--- src/rtl/pipe_gap_pkg.sv ---
// Shared types and constants for the pipe gap arbiter.
// The LFSR taps and reset value live here so the stepper and top agree.
package pipe_gap_pkg;
  localparam int LFSR_W = 10;
  localparam int TAP_HI = 3;
  localparam int TAP_LO = 0;
  localparam logic [LFSR_W-1:0] LFSR_RESET = '0;

  typedef enum logic [2:0] {
    IDLE,
    DRAW,
    LOAD,
    REDUCE,
    DONE
  } state_t;
endpackage

--- src/rtl/lfsr_step.sv ---
// 10-bit XNOR LFSR advanced one step per enabled cycle.
// All-ones is the lock state and cannot be reached from reset.
module lfsr_step
  import pipe_gap_pkg::*;
(
  input  logic              Clock,
  input  logic              RST,
  input  logic              en,
  output logic [LFSR_W-1:0] out
);

  always_ff @(posedge Clock) begin
    if (RST)
      out <= LFSR_RESET;
    else if (en)
      out <= {~(out[TAP_HI] ^ out[TAP_LO]), out[LFSR_W-1:1]};
  end

endmodule

--- src/rtl/pipe_gap_arbiter.sv ---
// Round-robin arbiter sharing one LFSR between pipe spawners.
// Each grant draws SHIFTS steps and reduces the value to a gap row.
module pipe_gap_arbiter
  import pipe_gap_pkg::*;
#(
  parameter int NREQ      = 2,
  parameter int SHIFTS    = 4,
  parameter int GAP_MIN   = 2,
  parameter int GAP_RANGE = 10,
  parameter int GW        = 4
) (
  input  logic            Clock,
  input  logic            RST,
  input  logic [NREQ-1:0] req,
  output logic [NREQ-1:0] done,
  output logic [GW-1:0]   gap,
  output logic            busy
);

  localparam int PW = (NREQ > 1) ? $clog2(NREQ) : 1;
  localparam int CW = $clog2(SHIFTS + 1);
  localparam logic [LFSR_W-1:0] RANGE = LFSR_W'(GAP_RANGE);

  if (GAP_MIN + GAP_RANGE - 1 >= 2 ** GW) begin : g_gw_check
    $error("GW too narrow for the gap range");
  end
  if (SHIFTS < 1 || GAP_RANGE < 1) begin : g_par_check
    $error("SHIFTS and GAP_RANGE must be at least 1");
  end

  state_t            state, state_nxt;
  logic [PW-1:0]     ptr, ptr_nxt;
  logic [PW-1:0]     winner, winner_nxt;
  logic [PW-1:0]     pick;
  logic              pick_ok;
  logic [CW-1:0]     cnt, cnt_nxt;
  logic [LFSR_W-1:0] rem, rem_nxt;
  logic [LFSR_W-1:0] lfsr;
  logic              lfsr_en;
  logic [NREQ-1:0]   done_nxt;
  logic [GW-1:0]     gap_nxt;

  lfsr_step u_lfsr (
    .Clock (Clock),
    .RST   (RST),
    .en    (lfsr_en),
    .out   (lfsr)
  );

  assign busy = (state != IDLE);

  // First requester after the last winner gets the grant.
  always_comb begin
    pick_ok = 1'b0;
    pick    = '0;
    for (int i = 1; i <= NREQ; i++) begin
      if (!pick_ok && req[PW'((int'(ptr) + i) % NREQ)]) begin
        pick_ok = 1'b1;
        pick    = PW'((int'(ptr) + i) % NREQ);
      end
    end
  end

  always_comb begin
    state_nxt  = state;
    ptr_nxt    = ptr;
    winner_nxt = winner;
    cnt_nxt    = cnt;
    rem_nxt    = rem;
    done_nxt   = '0;
    gap_nxt    = gap;
    lfsr_en    = 1'b0;
    unique case (state)
      IDLE: begin
        if (pick_ok) begin
          winner_nxt = pick;
          ptr_nxt    = pick;
          cnt_nxt    = '0;
          state_nxt  = DRAW;
        end
      end
      DRAW: begin
        lfsr_en = 1'b1;
        cnt_nxt = cnt + 1'b1;
        if (cnt == CW'(SHIFTS - 1))
          state_nxt = LOAD;
      end
      LOAD: begin
        rem_nxt   = lfsr;
        state_nxt = REDUCE;
      end
      REDUCE: begin
        // compare before subtract keeps rem from wrapping
        if (rem >= RANGE) begin
          rem_nxt = rem - RANGE;
        end else begin
          gap_nxt          = GW'(GAP_MIN) + GW'(rem);
          done_nxt[winner] = 1'b1;
          state_nxt        = DONE;
        end
      end
      DONE: begin
        gap_nxt   = '0;
        state_nxt = IDLE;
      end
      default: state_nxt = IDLE;
    endcase
  end

  always_ff @(posedge Clock) begin
    if (RST) begin
      state  <= IDLE;
      ptr    <= PW'(NREQ - 1);
      winner <= '0;
      cnt    <= '0;
      rem    <= '0;
      done   <= '0;
      gap    <= '0;
    end else begin
      state  <= state_nxt;
      ptr    <= ptr_nxt;
      winner <= winner_nxt;
      cnt    <= cnt_nxt;
      rem    <= rem_nxt;
      done   <= done_nxt;
      gap    <= gap_nxt;
    end
  end

endmodule
--- config.mk ---
export PLATFORM = sky130hd
export DESIGN_NAME = pipe_gap_arbiter
export DESIGN_NICKNAME = d
export VERILOG_FILES = /design/src/rtl/pipe_gap_pkg.sv /design/src/rtl/lfsr_step.sv /design/src/rtl/pipe_gap_arbiter.sv
export SDC_FILE = /design/constraint.sdc
export NUM_CORES = 1
export LEC_CHECK = 0
export ABC_CLOCK_PERIOD_IN_PS = 1290
export CORE_AREA = 2 2 75 77
export CTS_CLUSTER_SIZE = 30
export DETAILED_ROUTE_END_ITERATION = 10
export DIE_AREA = 0 0 77 79
export DONT_BUFFER_PORTS = 1
export GPL_TIMING_DRIVEN = 0
export PLACE_DENSITY = 0.57
export RECOVER_POWER = 25
export SLEW_MARGIN = 25
export SYNTH_ARGS = -nofsm -noshare
export SYNTH_HDL_FRONTEND = slang
export SYNTH_SLANG_ARGS = --single-unit
--- constraint.sdc ---
create_clock -name Clock -period 1.29 [get_ports Clock]
set_input_delay 0.3225 -clock Clock [delete_from_list [all_inputs] [get_ports Clock]]
set_output_delay 0.3225 -clock Clock [all_outputs]
set_load 0.005 [all_outputs]
==> impl_metrics.toml, run 1 <==
[logic_synthesis]
synth.yosys.seq_area_share_pct = 41.5
synth_ff_type = "dfxtp_1"
netlist.area_leader.share_pct = 41.5
synthCells = 197
synth_edf_count = 0
synthAdderAreaFrac_pct = 3.05
yosys_warnings = 0
synth_area_sq_mm = 0.00164
synth_simple_gate_area_share_pct = 26.0
synth-compound-area-share_pct = 20.6
synth.mux.area_fraction_pct = 2.44
syn_nets = 205
synth_top_family_by_area = "simple AND/OR/NAND/NOR gates"
ys_ff_latch = 34
synth.area.top_cells = "dfxtp_1, a21oi_1, nand2_1"
ys_types = 46
synth_xor_area_share_pct = 1.60
async_flop_share_pct = 0
syn_area_per_cell_sq_um = 8.32
synth_area_leader_cell = "dfxtp_1"

[clock_network]
numCtsBuffers = 5
root_buffer = "clkbuf_8"
path_clk_slew_ns = 0.07
cts_max_level = 2
clk-insertion-delay-late_ns = 0.29
tritoncts = "built"
clock_path_buffers = 2
clkSinkCount = 34

[flow_run]
cap_viol_max_count = 0

[layout]
nets = 231
num_antenna_cells = 0
nFillCells = 531
final_layout_size_suffix_gt1_share_pct = 39.0
final_common_cell = "nand2_1"
layout.cells.non_filler = 295
area_growth_pct = 39.5
final_cell_mix = "nand2_1, dfxtp_1, a21oi_1"
fin_area_sq_mm = 0.00229
multi_input_area_sq_mm = 0.00108
seq_area_sq_um = 702

[min_path]
hp-start = "req[0]"
hold_end = "state[0]"
hold_depth = 4
hold_class = "in -> reg"

[worst_setup_path]
endpoint_kind = "output pin"
r2r-start = "rem[8]"
critical_path_arrival_ns = 1.16
crit_required_ns = 0.97
setup.worst_path.class = "reg -> out"
r2r_slack_ns = -0.13
startpoint_type = "flip-flop"
reg2reg_depth = 5
worstPathMaxFanout = 10
r2r_end = "rem[7]"

[pwr]
fin_total_pwr_uw = 2050
p_sw_uw = 516
clockPowerShare_pct = 36.5
p_seq_share_pct = 52.7
vdd_ir_drop_max_v = 0.000343
power_frac_comb_pct = 10.8
internal_power_uw = 1530
switching_share_pct = 25.2
p_per_area_mw_per_mm2 = 895
power_leakage_uw = 0.000840

[grt]
track_usage_pct = 15.3
grt_max_degree = 11
overflow = 0
antenna_found_initial = 0
grt_pass1_wl_microns = 7180
grt_pass1_vias = 1501

[detailed_routing]
num_vias = 1520
drt_iter0_drc = 116
drc = 0
first_pass_iters = 4
routedWlPerCell_microns = 14.9
drt.antenna.violating_nets = 0
wl_microns = 4400
viasPerCell = 5.15

[die]
ios = 11
die_h_microns = 79
die_area_sq_mm = 0.00608
rows = 27
die_x_microns = 77
initial_core_util_pct = 30.7
fp.coreArea_sq_mm = 0.00534

[place]
dp_cells = 269
portBuffers = 0
gp_congestion = 0.843
dpl_cell_area_sq_mm = 0.00174
dp_hpwl_microns = 2640

[timing]
fin_ws_ns = -0.188
setup_viol = 28
period_share_pct = 115
fin_worst_hold_slack_ns = 0.398
max_freq_mhz = 676
worst_pin_slew_ns = 0.542
drv_slew = 0
maxSlewHeadroom_pct = 63.9
min_period_ns = 1.48
hold_viol = 0
fin_setup_tns_ns = -1.44
clock_skew_ns = 0.00633
rsz0062_at_grt = "yes"

[status]
status = "finished with violations"
violations = "negative setup slack"
## final cells by class
type | instances | share of cell area (%)
repair buffers | 21 | 8.86
plain buffers | 11 | 4.65
clock buffers | 5 | 3.01
inverters | 6 | 1.15
well taps | 72 | 3.94
flip-flops and latches | 34 | 30.7
multi-input cells | 144 | 47.3
clock inverters | 2 | 0.438
## worst max path at each step
stage              from  endpoint  depth (start not counted)
5_1_grt        state[2]      busy                          2
6_report       state[2]      busy                          2
3_3_place_gp        RST    rem[6]                          4
3_5_place_dp        RST    cnt[0]                          4
2_1_floorplan    rem[1]    rem[7]                          4
4_1_cts        state[0]      busy                          3
## repair_timing
action / 4_1_cts / 5_1_grt
hold buffers: 0 / 0
endpoints found under the setup margin: 34 / 35
pin swaps: 23 / 16
setup buffers: 16 / 4
gates resized for setup: 58 / 28
gates cloned: 0 / 1
## per-layer routing
layer,vias up,wire length (microns),track usage (%)
met1,721,2010,18.6
met5,-,0,0
met3,9,163,4.32
met4,0,88,7.50
li1,753,-,-
met2,37,2150,25.0
## cell usage after synthesis, types with 2 or more instances
master,count
o211ai_1,2
o31ai_1,3
nand2b_1,4
inv_1,6
clkbuf_1,8
or3_1,2
nor2b_1,2
nor2_1,17
o21ai_0,5
a22oi_1,4
dfxtp_1,34
xnor2_1,2
a31oi_1,4
nand3_1,4
nand3b_1,2
a21oi_1,23
buf_2,5
nor3_1,8
nor4_1,2
nand2_1,28
mux2i_1,4
ha_1,4
## worst max-delay path, stage by stage, from the launching register on
cell and delay (ns):
dfxtp_2 0.34, buf_8 0.14, or3_4 0.38
## sequential cells by signal (all words and copies together), names as in the netlist
register,flops
cnt,3
done,2
state,3
gap,4
rem,10
winner,1
ptr,1
u_lfsr.out,10
## per-stage QoR
stage	setup slack, ns	util, %
final	-0.188	42.9
after global routing	-0.213	42.9
after CTS	-0.225	40.4
after detailed placement	-0.420	32.6
after global placement	-0.379	32.6
after floorplan	-0.0677	-
## power groups by stage
stage	registers (uW)	logic, uW	clock network, uW
floorplan	1100	98.1	0
global placement	1100	127	0
detailed placement	1100	128	0
CTS	1070	191	778
global route	1080	240	807
finish	1080	221	748
## cell families after synthesis
kind of cell | count (synthesis)
xor gates and xnor gates | 3
DFF | 34
muxes | 4
adders and majority gates | 4
AOI/OAI and AO/OA | 53
buffers and inverters | 19
and+or+nand+nor | 80
No activity file was read; power rests on OpenSTA's default activity.
==> run 2: changes to the inputs <==
--- a/config.mk
+++ b/config.mk
@@ -5,13 +5,12 @@
 export SDC_FILE = /design/constraint.sdc
 export NUM_CORES = 1
 export LEC_CHECK = 0
-export ABC_CLOCK_PERIOD_IN_PS = 1290
+export ABC_CLOCK_PERIOD_IN_PS = 1200
 export CORE_AREA = 2 2 75 77
 export CTS_CLUSTER_SIZE = 30
 export DETAILED_ROUTE_END_ITERATION = 10
 export DIE_AREA = 0 0 77 79
 export DONT_BUFFER_PORTS = 1
-export GPL_TIMING_DRIVEN = 0
 export PLACE_DENSITY = 0.57
 export RECOVER_POWER = 25
 export SLEW_MARGIN = 25
==> constraint.sdc (replaced) <==
create_clock -name Clock -period 1.2 [get_ports Clock]
set_input_delay 0.3 -clock Clock [delete_from_list [all_inputs] [get_ports Clock]]
set_output_delay 0.3 -clock Clock [all_outputs]
set_load 0.005 [all_outputs]
==> run 2 against run 1 <==
Effect of this change:
- the flow still finishes with violations (negative setup slack)
- register-to-register slack worse by 0.10 ns
- via count increased by 5.8%
- routed wire length increased by 3.8%
- combinational power barely moved
- power grew 7.1%
- die area unchanged
- non-clock buffer count increased by 25
- sequential share of layout area is 3.4 points lower
==> impl_metrics.toml, run 2 (synthesis gave the netlist of run 1 again) <==
[detailed_routing]
drc = 0
drt.antenna.violating_nets = 0
viasPerCell = 5.01
num_vias = 1608
first_pass_iters = 4
routedWlPerCell_microns = 14.2
wl_microns = 4570
drt_iter0_drc = 135

[clock_network]
path_clk_slew_ns = 0.07
clkSinkCount = 34
cts_max_level = 2
numCtsBuffers = 5
tritoncts = "built"
root_buffer = "clkbuf_8"
clk-insertion-delay-late_ns = 0.28
clock_path_buffers = 2

[grt]
grt_max_degree = 36
track_usage_pct = 16.0
antenna_found_initial = 0
overflow = 0
grt_pass1_vias = 1627
grt_pass1_wl_microns = 7790

[timing]
max_freq_mhz = 692
rsz0062_at_grt = "yes"
drv_slew = 0
fin_ws_ns = -0.245
hold_viol = 0
setup_viol = 32
fin_worst_hold_slack_ns = 0.0699
period_share_pct = 120
min_period_ns = 1.44
worst_pin_slew_ns = 0.348
clock_skew_ns = 0.00596
maxSlewHeadroom_pct = 76.6

[worst_setup_path]
cp-startpoint = "state[1]"
path_cells = "buf_6 -> buf_6 -> or3_4"
crit_required_ns = 0.90
worst-path-buf-inv = 2
worstPathMaxFanout = 2
setup.worst_path.class = "reg -> out"
crit_top_cell = "buf_6"
endpoint_kind = "output pin"
r2r-start = "state[2]"
r2r_slack_ns = -0.23
slowest_delay_ns = 0.33
cp_top_family = "flip-flops"
critical_path_arrival_ns = 1.14
slowest_stage = "dfxtp_2"
startpoint_type = "flip-flop"

[layout]
top_regs = "rem x10, u_lfsr.out x10, gap x4"
fin_area_sq_mm = 0.00255
final_cell_mix = "buf_4, dfxtp_1, nand2_1"
final_layout_size_suffix_gt1_share_pct = 51.0
nFillCells = 512
num_antenna_cells = 0
multi_input_area_sq_mm = 0.00118
area_growth_pct = 55.9
seq_area_sq_um = 697
final_common_cell = "buf_4"
nets = 257
final_util_pct = 47.9

[place]
dp_hpwl_microns = 2740
portBuffers = 0
gp_congestion = 0.822
dpl_cell_area_sq_mm = 0.00203

[status]
violations = "negative setup slack"
status = "finished with violations"

[pwr]
vdd_ir_drop_max_v = 0.000450
fin_total_pwr_uw = 2190
p_per_area_mw_per_mm2 = 859
power_leakage_uw = 0.000981

[die]
die_x_microns = 77
die_h_microns = 79
die_area_sq_mm = 0.00608
initial_core_util_pct = 30.7
ios = 11
rows = 27
fp.coreArea_sq_mm = 0.00534

[flow_run]
cap_viol_max_count = 0

[min_path]
hp-start = "RST"
hold_class = "in -> reg"
-- run 2: cell types whose count changed in the layout (fill, tap and decap cells not counted), moves of 3 or more --
cell	change
nand2_1	-7
a21oi_2	-3
a21oi_1	+3
buf_4	+33
nand2_2	+7
-- run 2: final timing paths --
kind | endpoint | depth (start not counted)
max | busy | 3
min | rem[2] | 1
max reg2reg | rem[7] | 6
min reg2reg | done[0] | 1
-- run 2: worst register-to-register path: stages, from the launching register on --
cell and delay, ns:
dfxtp_4 0.36, buf_6 0.13, nand3b_1 0.26, buf_4 0.20, buf_4 0.12, a22oi_2 0.18
o41ai_2 0.07
-- run 2: cell type report --
class | instances | share of cell area, %
Clock buffer | 6 | 2.84
Inverter | 6 | 1.03
Timing Repair Buffer | 57 | 19.0
Sequential cell | 34 | 27.3
Multi-Input combinational cell | 145 | 46.1
Clock inverter | 1 | 0.294
Tap cell | 72 | 3.53
-- run 2: timing repair --
item                                    in CTS  in global routing
gates cloned                                 3                  0
endpoints found under the setup margin      35                 34
buffers inserted                            11                  2
pin swaps                                   27                 15
resized for setup                           49                 36
hold endpoints to repair                     0                  0
hold buffers                                 0                  0
-- run 2: per-layer routing --
layer | up-vias | global-route usage (%) | share of wire (%) | wire (microns)
met4 | 0 | 6.43 | 1.8 | 83
met1 | 765 | 19.7 | 45 | 2080
met5 | - | 0 | 0 | 0
met2 | 28 | 27.5 | 51 | 2310
met3 | 10 | 3.30 | 2.0 | 93
li1 | 805 | - | - | -
-- run 2: through the flow --
stage | instances | setup TNS (ns) | setup WS, ns
after CTS | 320 | -3.03 | -0.250
after global routing | 321 | -5.86 | -0.277
after detailed placement | 299 | -4.41 | -0.258
final | 321 | -3.68 | -0.245
after global placement | 299 | -4.79 | -0.243
after floorplan | 197 | -0.834 | -0.143
-- run 2: power breakdown --
group	switching, uW	internal (uW)
combinational	104	119
sequential	17.2	1140
clock	413	398
